### src/rtl/muldiv_sequencer.sv
// muldiv_sequencer: iterative RV32M multiply/divide unit beside the EX-stage ALU.
// An M-extension op (selected by Funct3) runs a radix-2 shift-add multiply or a
// restoring divide for XLEN cycles. One FIX cycle then sign-corrects and
// registers the result. A DONE cycle follows, in which result_valid pulses.
// Divide-by-zero and signed overflow skip the loop and go straight to FIX.
//
// Ports:
//   clk          in   rising-edge clock
//   reset        in   asynchronous active-low reset
//   start        in   op request, sampled only in IDLE
//   Funct3       in   3'b000 MUL .. 3'b111 REMU
//   SrcA, SrcB   in   rs1 / rs2 operands
//   flush        in   abort the current op; also blocks a same-cycle start in IDLE
//   busy         out  registered, high while the FSM is not IDLE
//   result_valid out  registered one-cycle pulse in DONE
//   Result       out  last result, held until the next result_valid
//   o_dbg_state  out  current FSM state (state_t encoding)
//
// Handshake: start is a level request and is taken only on an edge where the FSM
// is IDLE and flush is low. There is no back-pressure on the result. The
// consumer must capture Result on the cycle when result_valid is high.
module muldiv_sequencer #(
  parameter int XLEN  = 32,
  parameter int CNT_W = 6
) (
  input  logic            clk,
  input  logic            reset,
  input  logic            start,
  input  logic [2:0]      Funct3,
  input  logic [XLEN-1:0] SrcA,
  input  logic [XLEN-1:0] SrcB,
  input  logic            flush,
  output logic            busy,
  output logic            result_valid,
  output logic [XLEN-1:0] Result,
  output logic [2:0]      o_dbg_state
);

  typedef enum logic [2:0] {
    S_IDLE = 3'd0,
    S_MUL  = 3'd1,
    S_DIV  = 3'd2,
    S_FIX  = 3'd3,
    S_DONE = 3'd4
  } state_t;

  localparam logic [XLEN-1:0] MIN_INT = {1'b1, {(XLEN-1){1'b0}}};
  localparam logic [CNT_W-1:0] LAST_CNT = CNT_W'(XLEN - 1);

  state_t              r_state, w_next;
  logic [CNT_W-1:0]    r_cnt;
  logic [2:0]          r_op;
  logic [XLEN-1:0]     r_opa;      // multiplicand magnitude
  logic [XLEN-1:0]     r_opb;      // divisor magnitude
  logic [XLEN-1:0]     r_a_raw;    // unmodified SrcA, the remainder on divide-by-zero
  logic [2*XLEN-1:0]   r_prod;     // product, or remainder(hi):quotient(lo)
  logic                r_neg_a, r_neg_b, r_dz, r_ovf;
  logic                r_busy, r_valid;
  logic [XLEN-1:0]     r_result;

  // Operand decode. A is signed for MUL/MULH/MULHSU/DIV/REM.
  // B is signed for the same ops except MULHSU.
  logic            w_a_signed, w_b_signed, w_a_neg, w_b_neg, w_dz, w_ovf;
  logic [XLEN-1:0] w_a_mag, w_b_mag;

  assign w_a_signed = ~(Funct3[0] & (Funct3[1] | Funct3[2]));
  assign w_b_signed = w_a_signed & (Funct3 != 3'b010);
  assign w_a_neg    = w_a_signed & SrcA[XLEN-1];
  assign w_b_neg    = w_b_signed & SrcB[XLEN-1];
  assign w_a_mag    = w_a_neg ? -SrcA : SrcA;
  assign w_b_mag    = w_b_neg ? -SrcB : SrcB;
  assign w_dz       = Funct3[2] & (SrcB == '0);
  assign w_ovf      = Funct3[2] & ~Funct3[0] & (SrcA == MIN_INT) & (SrcB == '1);

  // Iteration datapath
  logic [XLEN:0] w_mul_sum, w_div_sh, w_div_diff;
  assign w_mul_sum  = {1'b0, r_prod[2*XLEN-1:XLEN]} + {1'b0, r_opa};
  assign w_div_sh   = r_prod[2*XLEN-2:XLEN-1];  // remainder after the left shift
  assign w_div_diff = w_div_sh - {1'b0, r_opb};

  // Result selection and sign correction in FIX
  logic [2*XLEN-1:0] w_prod_fix;
  logic [XLEN-1:0]   w_quo, w_rem, w_fix;
  assign w_prod_fix = (r_neg_a ^ r_neg_b) ? -r_prod : r_prod;
  assign w_quo      = (r_neg_a ^ r_neg_b) ? -r_prod[XLEN-1:0] : r_prod[XLEN-1:0];
  assign w_rem      = r_neg_a ? -r_prod[2*XLEN-1:XLEN] : r_prod[2*XLEN-1:XLEN];

  always_comb begin
    w_fix = '0;
    if (r_dz) begin
      w_fix = r_op[1] ? r_a_raw : '1;
    end else if (r_ovf) begin
      w_fix = r_op[1] ? '0 : MIN_INT;
    end else begin
      case (r_op)
        3'b000:                 w_fix = w_prod_fix[XLEN-1:0];
        3'b001, 3'b010, 3'b011: w_fix = w_prod_fix[2*XLEN-1:XLEN];
        3'b100, 3'b101:         w_fix = w_quo;
        default:                w_fix = w_rem;
      endcase
    end
  end

  // Next-state logic
  always_comb begin
    w_next = r_state;
    case (r_state)
      S_IDLE: begin
        if (start) begin
          if (!Funct3[2])        w_next = S_MUL;
          else if (w_dz || w_ovf) w_next = S_FIX;
          else                    w_next = S_DIV;
        end
      end
      S_MUL, S_DIV: if (r_cnt == LAST_CNT) w_next = S_FIX;
      S_FIX:        w_next = S_DONE;
      S_DONE:       w_next = S_IDLE;
      default:      w_next = S_IDLE;
    endcase
    // flush aborts any op and, in IDLE, also wins over start
    if (flush) w_next = S_IDLE;
  end

  always_ff @(posedge clk or negedge reset) begin
    if (!reset) begin
      r_state  <= S_IDLE;
      r_cnt    <= '0;
      r_op     <= '0;
      r_opa    <= '0;
      r_opb    <= '0;
      r_a_raw  <= '0;
      r_prod   <= '0;
      r_neg_a  <= 1'b0;
      r_neg_b  <= 1'b0;
      r_dz     <= 1'b0;
      r_ovf    <= 1'b0;
      r_busy   <= 1'b0;
      r_valid  <= 1'b0;
      r_result <= '0;
    end else begin
      r_state <= w_next;
      r_busy  <= (w_next != S_IDLE);
      r_valid <= (w_next == S_DONE);
      case (r_state)
        S_IDLE: begin
          if (w_next != S_IDLE) begin
            r_cnt   <= '0;
            r_op    <= Funct3;
            r_opa   <= w_a_mag;
            r_opb   <= w_b_mag;
            r_a_raw <= SrcA;
            r_neg_a <= w_a_neg;
            r_neg_b <= w_b_neg;
            r_dz    <= w_dz;
            r_ovf   <= w_ovf;
            // Multiply shifts the multiplier out of the low half.
            // Divide shifts the dividend out of the low half while quotient bits enter.
            r_prod  <= {{XLEN{1'b0}}, (Funct3[2] ? w_a_mag : w_b_mag)};
          end
        end
        S_MUL: begin
          r_cnt <= r_cnt + 1'b1;
          if (r_prod[0]) r_prod <= {w_mul_sum, r_prod[XLEN-1:1]};
          else           r_prod <= {1'b0, r_prod[2*XLEN-1:1]};
        end
        S_DIV: begin
          r_cnt <= r_cnt + 1'b1;
          if (!w_div_diff[XLEN])
            r_prod <= {w_div_diff[XLEN-1:0], r_prod[XLEN-2:0], 1'b1};
          else
            r_prod <= {w_div_sh[XLEN-1:0], r_prod[XLEN-2:0], 1'b0};
        end
        S_FIX: begin
          if (w_next == S_DONE) r_result <= w_fix;
        end
        default: ;
      endcase
    end
  end

  assign busy         = r_busy;
  assign result_valid = r_valid;
  assign Result       = r_result;
  assign o_dbg_state  = r_state;

endmodule

### config.mk
export PLATFORM = sky130hd
export DESIGN_NAME = muldiv_sequencer
export DESIGN_NICKNAME = d
export VERILOG_FILES = /design/src/rtl/muldiv_sequencer.sv
export SDC_FILE = /design/constraint.sdc
export NUM_CORES = 1
export LEC_CHECK = 0
export BUFFER_PORTS_ARGS = -buffer_cell sky130_fd_sc_hd__buf_2
export CAP_MARGIN = 20
export CORE_UTILIZATION = 45
export DETAILED_ROUTE_END_ITERATION = 7
export PLACE_DENSITY = 0.65
export REMOVE_ABC_BUFFERS = 1
export SLEW_MARGIN = 30
export SYNTH_ARGS = -nofsm -noshare
export SYNTH_HDL_FRONTEND = slang
export SYNTH_SLANG_ARGS = --single-unit
### constraint.sdc
create_clock -name clk -period 4.75 [get_ports clk]
set_input_delay 0.7125 -clock clk [delete_from_list [all_inputs] [get_ports clk]]
set_output_delay 0.7125 -clock clk [all_outputs]
set_load 0.02 [all_outputs]
=== Word-level counts from Yosys, hierarchy flattened ===
Index checks and enable logic that the tools add are counted.

* Flip-flop bits (word level): 210
* Bits in latches: 0
* RAM bits: 0
* Memory bits (read-only): 0
* Input bits: 71
* Output and inout port bits: 37
* Word-level logic and storage cells: 85
* Memories: 0

* Add/sub/neg operators: 8
* $mul: 0
* Div/mod/pow operators: 0
* $lt $le $gt $ge: 0
* Equality and inequality tests: 14
* Shifts and indexed selects: 0
* Muxes and demuxes: 23
* Bitwise gates (word level): 12
* Reduce and logical (&&, ||, !) cells: 14

{| class="wikitable"
|+ Operators with widths
! cell !! number
|-
| 32-bit two-way mux || 9
|-
| 64-bit two-way mux || 4
|-
| 64-bit case mux with 3 select lines || 1
|-
| 32-bit negator || 4
|-
| 32-bit case mux with 3 select lines || 1
|-
| 32-bit equality test (second input constant) || 2
|-
| 64-bit negator || 1
|-
| 32-bit by 32-bit adder with 33-bit output || 1
|-
| 32-bit by 32-bit subtractor with 33-bit output || 1
|-
| 32-bit zero test || 1
|-
| 3-bit by 2-bit equality test with 1-bit output (second input constant) || 4
|-
| 6-bit case mux with 2 select lines || 1
|-
| 3-bit equality test (second input constant) || 3
|-
| 3-bit two-way mux || 3
|-
| 3-bit case mux with 3 select lines || 1
|-
| 1-bit bitwise AND || 8
|-
| 2-bit AND reduction || 4
|-
| 6-bit by 1-bit adder with 6-bit output (second input constant) || 1
|-
| 3-bit by 1-bit equality test with 1-bit output (second input constant) || 2
|-
| 6-bit by 5-bit equality test with 1-bit output (second input constant) || 1
|-
| 3-bit zero test || 2
|-
| 6-bit two-way mux || 1
|-
| 3-bit nonzero test || 2
|-
| 2-bit OR reduction || 2
|-
| 10 further kinds || 11
|}

=== Logic depth before layout (Yosys ltp) ===
Gate-level depths: netlist of run 1.

* Word-level depth: 13
* Gate-level depth with buffers: 14
* Mapped depth without buffers: 11

=== Least setup slack after synthesis of run 1 ===
Ideal clock, no wire load.

* Path kind: reg-to-reg
* Start: reg r_prod[31]
* End: reg r_prod[48]
* Setup time: 126 ps
* Arrival: 3412 ps
* Data required time: 4624 ps
* Slack: 1212 ps
* Cell stages (with the launch flop): 14
* Buffers on the path: 2
* Period minus slack after synthesis: 3538 ps
* Cell sequence: dfrtp_1 -> clkbuf_1 -> inv_1 -> ha_1 -> fa_1 -> nand2b_1 -> a21oi_1 -> o21ai_1 -> a2111oi_2 -> nand4bb_1 -> a41o_1 -> buf_4 -> mux2_2 -> a221o_1

* Word-level cells in the longest chain between the ends: 3

{| class="wikitable"
|+ RTL lines
! what !! RTL line !! RTL
|-
| from (decl) || 56 || <nowiki>logic [2*XLEN-1:0] r_prod;</nowiki>
|-
| from (signal assigned) || 158 || <nowiki>r_prod <= {{XLEN{1'b0}}, (Funct3[2] ? w_a_mag : w_b_mag)};</nowiki>
|-
| from (signal assigned) || 163 || <nowiki>if (r_prod[0]) r_prod <= {w_mul_sum, r_prod[XLEN-1:1]};</nowiki>
|-
| from (signal assigned) || 164 || <nowiki>else r_prod <= {1'b0, r_prod[2*XLEN-1:1]};</nowiki>
|-
| 32-bit by 32-bit subtractor with 33-bit output || 79 || <nowiki>assign w_div_diff = w_div_sh - {1'b0, r_opb};</nowiki>
|-
| 64-bit two-way mux || 168 || <nowiki>if (!w_div_diff[XLEN])</nowiki>
|-
| 64-bit case mux with 3 select lines || 144 || <nowiki>case (r_state)</nowiki>
|}

Every way passes these cells.
A chain may end at the register's enable or synchronous reset.

=== Worst setup path in the final report of run 1 ===
* Start: reg r_prod[31]
* End: reg r_prod[45]

The elaborated chain is that of the path after synthesis.

==> impl_metrics.tcl, run 1 <==
set metrics [dict create \
    status "complete, but fails checks" \
    violations "design-rule violations" \
    pre_cts_ws_ns 0.723 \
    yosys-top-cells-area "dfrtp_1, o21ai_0, nand2_1, xnor2_1, ha_1" \
    routed-wl-met3_um 5680 \
    p_total_w 0.0118 \
    setup_tns_ns 0 \
    drc 7 \
    synth-seq-area-share_pct 30.3 \
    die_area_um2 39200 \
    drt_first_pass_iters 8 \
    syn_to_final_growth_pct 10.3 \
    critical_path.endpoint "r_prod[45]" \
    synth_edf_count 0 \
    nets 2374 \
    dieHeight_um 198 \
    hold_path.class "input port to async pin" \
    path_common_cell "buf_4" \
    critPathRequiredTime_ns 5.21 \
    drive_above_1_share_pct 10.4 \
    p_int_w 0.00605 \
    met2WireLength_um 28800 \
    worst_pin_slew_ns 1.04 \
    cts.sinks 209 \
    critical_path_buf_inv_count 3 \
    switching_share_pct 48.8 \
    end_kind "register" \
    power_density_nw_per_um2 620 \
    gp_congestion 1.03 \
    grt_pass1_wl_um 101000 \
    r2r_cells 13 \
    finalSetupViolCount 0 \
    htreeDepth 1 \
    max_cap_viol_count 0 \
    setup_ws_ns 0.644 \
    p_comb_share_pct 57.0 \
    clkTransAtPathRegs_ns 0.07 \
    start_util_pct 45.8 \
    final_core_util_pct 50.5 \
    clock_power_share_pct 16.2 \
    cp.depth 13 \
    cts_root_buffer "clkbuf_16" \
    synth_most_common_cell "nand2_1" \
    antenna_found_initial 0 \
    grt_overflow 0 \
    syn-instance-count 2209 \
    cp_cell_sequence "inv_1, ha_1, fa_1, nand2b_1, a21oi_1, o21ai_1, a2111oi_2, buf_4, nand4bb_1, a41oi_1, buf_4, or3_1, o211ai_1" \
    wl_um 66000 \
    viasPerCell 6.48 \
    report.final.slew_viol_count 0 \
    cp_slowest_cell "dfrtp_1" \
    clk_latency_ns 0.55 \
    synth.largest_area_cell "dfrtp_1" \
    critPathTopFamily "compound AO/OA/AOI/OAI gates" \
    core_area_um2 37700 \
    clock_skew_ns 0.0226 \
    ys_types 82 \
    critPathKind "register to register" \
    r2r_end "r_prod[45]" \
    hpwl_um 49300 \
    cts_hold_buf 0 \
    max_freq_mhz 244 \
    rrSetupSlack_ns 0.64 \
    period_share_pct 86.4 \
    critPathMaxFanout 9 \
    postRouteAntennaNets 0 \
    ys.flop_type "dfrtp_1" \
    async_flop_share_pct 100 \
    wl_per_cell_um 24.0 \
    timing.rr.start "r_prod[31]" \
    io_pins 108 \
    wl_met1_um 28200 \
    arrival_ns 4.57 \
    rsz0062_at_grt "false" \
    die_x_um 198 \
    startpoint "r_prod[31]" \
    cts.path.max_buffers 3 \
    synth_top_cell_area_share_pct 30.3 \
    synth_area_um2 17300 \
    cts_tree "yes" \
    n_antenna_cell 0 \
    start_kind "register" \
    leakage_nw 8.22 \
    dr.max_layer_used "met4" \
    grtUsageTotal_pct 33.7 \
    cts_buffers 25 \
    grt_max_degree 118 \
    yosysWarnings 0 \
    vdd_drop_max_mv 0.374 \
    num_rows 71 \
    power_frac_seq_pct 26.8 \
    postCtsSetupBuffers 0 \
    relSlewSlack_pct 30.9 \
    synth_common_cells "nand2_1, o21ai_0, dfrtp_1" \
    finalHoldViolCount 0 \
    vias 17800 \
    cts-resized-gates 0 \
    max_stage_delay_ns 0.48 \
    synth_seq_cells 209 \
    avgSynthCellArea_um2 7.82 \
    layout_min_cycle_time_ns 4.11 \
    first_global_vias 16800 \
    first_iter_violations 2037 \
    power.net_switching_w 0.00576 \
    port_buffers 107 \
]
==> routing by layer <==
layer  up-vias  track usage [%]
met1      8647             47.3
met2       970             51.4
met5         -                0
met3       174             4.24
li1       8053                -
met4         0             15.6
==> area by class of cell <==
class,instances,area (µm²)
Sequential cell,209,5230
Tap cell,511,639
Multi-Input combinational cell,1768,11200
Clock buffer,33,706
Clock inverter,5,78.8
Timing Repair Buffer,160,963
Inverter,67,251
Fill cell,3742,18600
==> metrics by stage <==
| stage | area (µm²) | std cells | hold WS (ns) |
|---|---|---|---|
| floorplan | 16600 | 2044 | 0.417 |
| global placement | 18200 | 2714 | 0.452 |
| detailed placement | 18200 | 2714 | 0.457 |
| CTS | 19000 | 2752 | 0.305 |
| global route | 19000 | 2753 | 0.121 |
| finish | 19000 | 2753 | 0.0780 |
==> cells by family after synthesis <==
group           count (synthesis)  share of synthesized area, %
xor+xnor                      193                          9.79
flops                         209                          30.3
mux                            63                          3.69
fa+ha+maj                      72                          5.30
simple gates                  732                          19.6
compound gates                708                          26.0
buf+inv                       232                          5.33
==> worst min path at each step <==
stage / from / endpoint / slack, ns / cells after the start
after floorplan: reset / Result[0] / 0.42 / 0
after global placement: r_a_raw[18] / r_a_raw[18] / 0.45 / 2
after detailed placement: r_a_raw[14] / r_a_raw[14] / 0.46 / 2
after CTS: reset / r_a_raw[1] / 0.30 / 1
after global routing: reset / r_a_raw[5] / 0.12 / 1
final: reset / r_a_raw[5] / 0.08 / 1
==> worst register-to-register path: stages (launching register included) <==
cell	delay (ns)
dfrtp_1	0.48
inv_1	0.12
ha_1	0.22
fa_1	0.41
nand2b_1	0.19
a21oi_1	0.32
o21ai_1	0.24
a2111oi_2	0.40
buf_4	0.20
nand4bb_1	0.20
a41oi_1	0.42
buf_4	0.33
or3_1	0.38
o211ai_1	0.10
==> power groups by stage <==
stage	Combinational [W]	Clock [W]	Sequential, W
floorplan	0.00449	0	0.00306
global placement	0.00649	0	0.00312
detailed placement	0.00653	0	0.00314
CTS	0.00658	0.00194	0.00312
global route	0.00733	0.00201	0.00322
finish	0.00673	0.00191	0.00316
==> registers in the layout, summed over array words and instances, names as in the netlist <==
signal and count:
r_op 3, r_neg_a 1, r_opa 32, o_dbg_state 3, r_neg_b 1, r_prod 64
busy 1, Result 32, r_dz 1, r_cnt 6, r_ovf 1, result_valid 1
r_opb 32, r_a_raw 31
==> cell usage in the layout, fill, tap and decap left out, drive strengths merged, types with 25 or more instances in the layout <==
cell type  netlist  routed
a21o            30      30
a21oi          141     141
a22oi           33      33
a31oi           35      35
buf             28     160
clkbuf         137      33
dfrtp          209     209
ha              70      70
inv             66      66
mux2i           58      58
nand2          311     311
nand3           50      50
nand4           26      26
nor2           166     166
nor3            41      41
nor4            25      25
o211ai          26      26
o21ai          248     248
o31ai           28      28
xnor2          101     101
xor2            92      92
No activity file was read; power rests on OpenSTA's default activity.
==> run 2, diff against run 1 <==
ABC_AREA = 1   (was not set)
PLACE_DENSITY = 0.7   (was 0.65)
==> impl_metrics.tcl, run 2 <==
set metrics [dict create \
    status "complete, no violations" \
    first_iter_violations 2919 \
    die_x_um 212 \
    p_total_w 0.0138 \
    num_rows 76 \
    power_density_nw_per_um2 635 \
    grt_max_degree 139 \
    core_area_um2 43400 \
    htreeDepth 1 \
    fin_cells 3880 \
    async_flop_share_pct 100 \
    relSlewSlack_pct 35.8 \
    setup_ws_ns 1.31 \
    drive_above_1_share_pct 8.77 \
    synth_top_cell_area_share_pct 26.3 \
    postRouteAntennaNets 0 \
    vias 22500 \
    synth_most_common_cell "nand2_1" \
    grt_pass1_wl_um 124000 \
    mostFrequentLayoutCell "nand2_1" \
    max_stage_delay_ns 0.52 \
    postCtsSetupBuffers 0 \
    arrival_ns 3.89 \
    nets 3417 \
    switching_share_pct 55.0 \
    end_kind "register" \
    wl_um 83400 \
    regArea_um2 5230 \
    rsz0062_at_grt "false" \
    placed_cell_area_um2 20800 \
    finalHoldViolCount 0 \
    largest_register_ff_count 64 \
    fin_area_um2 21700 \
    gp_congestion 1.04 \
    setup_tns_ns 0 \
    antenna_found_initial 3 \
    layout_min_cycle_time_ns 3.44 \
    finalSetupViolCount 0 \
    max_freq_mhz 291 \
    yosysWarnings 0 \
    p_comb_share_pct 61.3 \
    cp_slowest_cell "dfrtp_1" \
    ys.flop_type "dfrtp_1" \
    max_cap_viol_count 0 \
    critPathKind "register to register" \
    multi_input_comb_area_um2 12600 \
    final.fill_count 4638 \
    dieHeight_um 212 \
    yosys-top-cells-area "dfrtp_1, nand2_1, nor2_1, inv_1, nand3_1" \
    cts.path.max_buffers 3 \
    clk_latency_ns 0.57 \
    drc 0 \
    hold_path.class "input port to async pin" \
    synth_seq_cells 209 \
    power_frac_seq_pct 22.8 \
    wl_per_cell_um 21.5 \
    clock_power_share_pct 15.9 \
    critPathMaxFanout 31 \
    layout_common_cells "nand2_1, nor2_1, inv_1, nand3_1, dfrtp_1" \
    die_area_um2 45000 \
    first_global_vias 20000 \
    cts_buffers 26 \
    synth_common_cells "nand2_1, nor2_1, inv_1" \
    synth_edf_count 0 \
    avgSynthCellArea_um2 6.15 \
    cts_tree "yes" \
    cts_hold_buf 0 \
    cts_root_buffer "clkbuf_16" \
    dp_cells 3831 \
    clkTransAtPathRegs_ns 0.06 \
    syn-instance-count 3232 \
    cts-resized-gates 0 \
    power.net_switching_w 0.00760 \
    p_int_w 0.00621 \
    synth.largest_area_cell "dfrtp_1" \
    period_share_pct 72.4 \
    leakage_nw 10.8 \
    synth_area_um2 19900 \
    viasPerCell 5.80 \
    top_register "r_prod" \
    synth-seq-area-share_pct 26.3 \
    report.final.slew_viol_count 0 \
    ys_types 50 \
    syn_to_final_growth_pct 9.28 \
    cp_cell_sequence "inv_1, ha_1, fa_1, o21ai_2, nand3_1, nand3_1, a21o_1, nand2_1, nand2_2, buf_4, o21ai_0, nand3_1, nand2_1, inv_1, nand2_1" \
    cts.sinks 209 \
    worst_pin_slew_ns 0.961 \
    clock_skew_ns 0.0187 \
    pre_cts_ws_ns 1.27 \
    grt_overflow 0 \
    critPathRequiredTime_ns 5.20 \
    vdd_drop_max_mv 0.367 \
    start_kind "register" \
    io_pins 108 \
    start_util_pct 45.9 \
    grtUsageTotal_pct 36.7 \
    hpwl_um 65700 \
    drt_first_pass_iters 6 \
    port_buffers 107 \
]
-- run 2: cells by family (layout without fill, tap and decap cells) --
kind of cell | count (synthesis) | count (layout) | synth area share [%]
adders and majority gates | 72 | 72 | 4.61
other | 0 | 1 | 0
AOI/OAI and AO/OA | 601 | 601 | 17.0
xor gates and xnor gates | 109 | 109 | 4.80
and+or+nand+nor | 1756 | 1756 | 37.1
DFF | 209 | 209 | 26.3
buffers and inverters | 485 | 547 | 10.2
-- run 2: metrics by stage --
| step | hold slack, ns | util, % |
|---|---|---|
| 2_1_floorplan | 0.417 | - |
| 3_3_place_gp | 0.459 | 48.0 |
| 3_5_place_dp | 0.463 | 48.0 |
| 4_1_cts | 0.149 | 50.1 |
| 5_1_grt | 0.169 | 50.1 |
| 6_report | 0.102 | 50.1 |
-- run 2: worst paths after layout --
path | start | endpoint | slack (ns) | cells after the start
setup / recovery | r_prod[31] | r_prod[52] | 1.31 | 15
hold / removal | reset | result_valid | 0.10 | 1
setup reg to reg | r_prod[31] | r_prod[52] | 1.31 | 15
hold reg to reg | r_a_raw[1] | r_a_raw[1] | 0.47 | 2
max in group asynchronous | reset | r_opb[1] | 3.53 | 2
min in group clk | flush | o_dbg_state[1] | 0.36 | 2
-- run 2: final cells by class --
class,instances,area share [%]
inverter,353,6.10
clock inverter,16,0.927
tap,585,3.37
sequential,209,24.1
multi-input combinational,2538,58.2
clock buffer,32,3.33
timing repair buffer,146,3.97
antenna,1,0.0115
-- run 2: critical path, delay by kind of cell (launching register included) --
family / cells / cell delay, ns
fa+ha+maj: 2 / 0.71
flops: 1 / 0.52
compound gates: 3 / 0.60
simple gates: 7 / 0.92
buf+inv: 3 / 0.58
-- run 2: power groups by stage --
| stage | registers [W] | logic [W] | clock network (W) |
|---|---|---|---|
| 5_1_grt | 0.00319 | 0.00922 | 0.00227 |
| 6_report | 0.00315 | 0.00847 | 0.00219 |
| 2_1_floorplan | 0.00299 | 0.00540 | 0 |
| 4_1_cts | 0.00311 | 0.00820 | 0.00220 |
| 3_3_place_gp | 0.00312 | 0.00816 | 0 |
| 3_5_place_dp | 0.00313 | 0.00814 | 0 |
-- run 2: metal layers --
metal | up-vias | GRT usage, % | part of all wire (%)
met5 | - | 0 | 0.029
met4 | 4 | 17.7 | 5.7
met3 | 208 | 7.52 | 11
met2 | 1297 | 52.0 | 40
met1 | 10400 | 52.8 | 43
li1 | 10600 | - | -
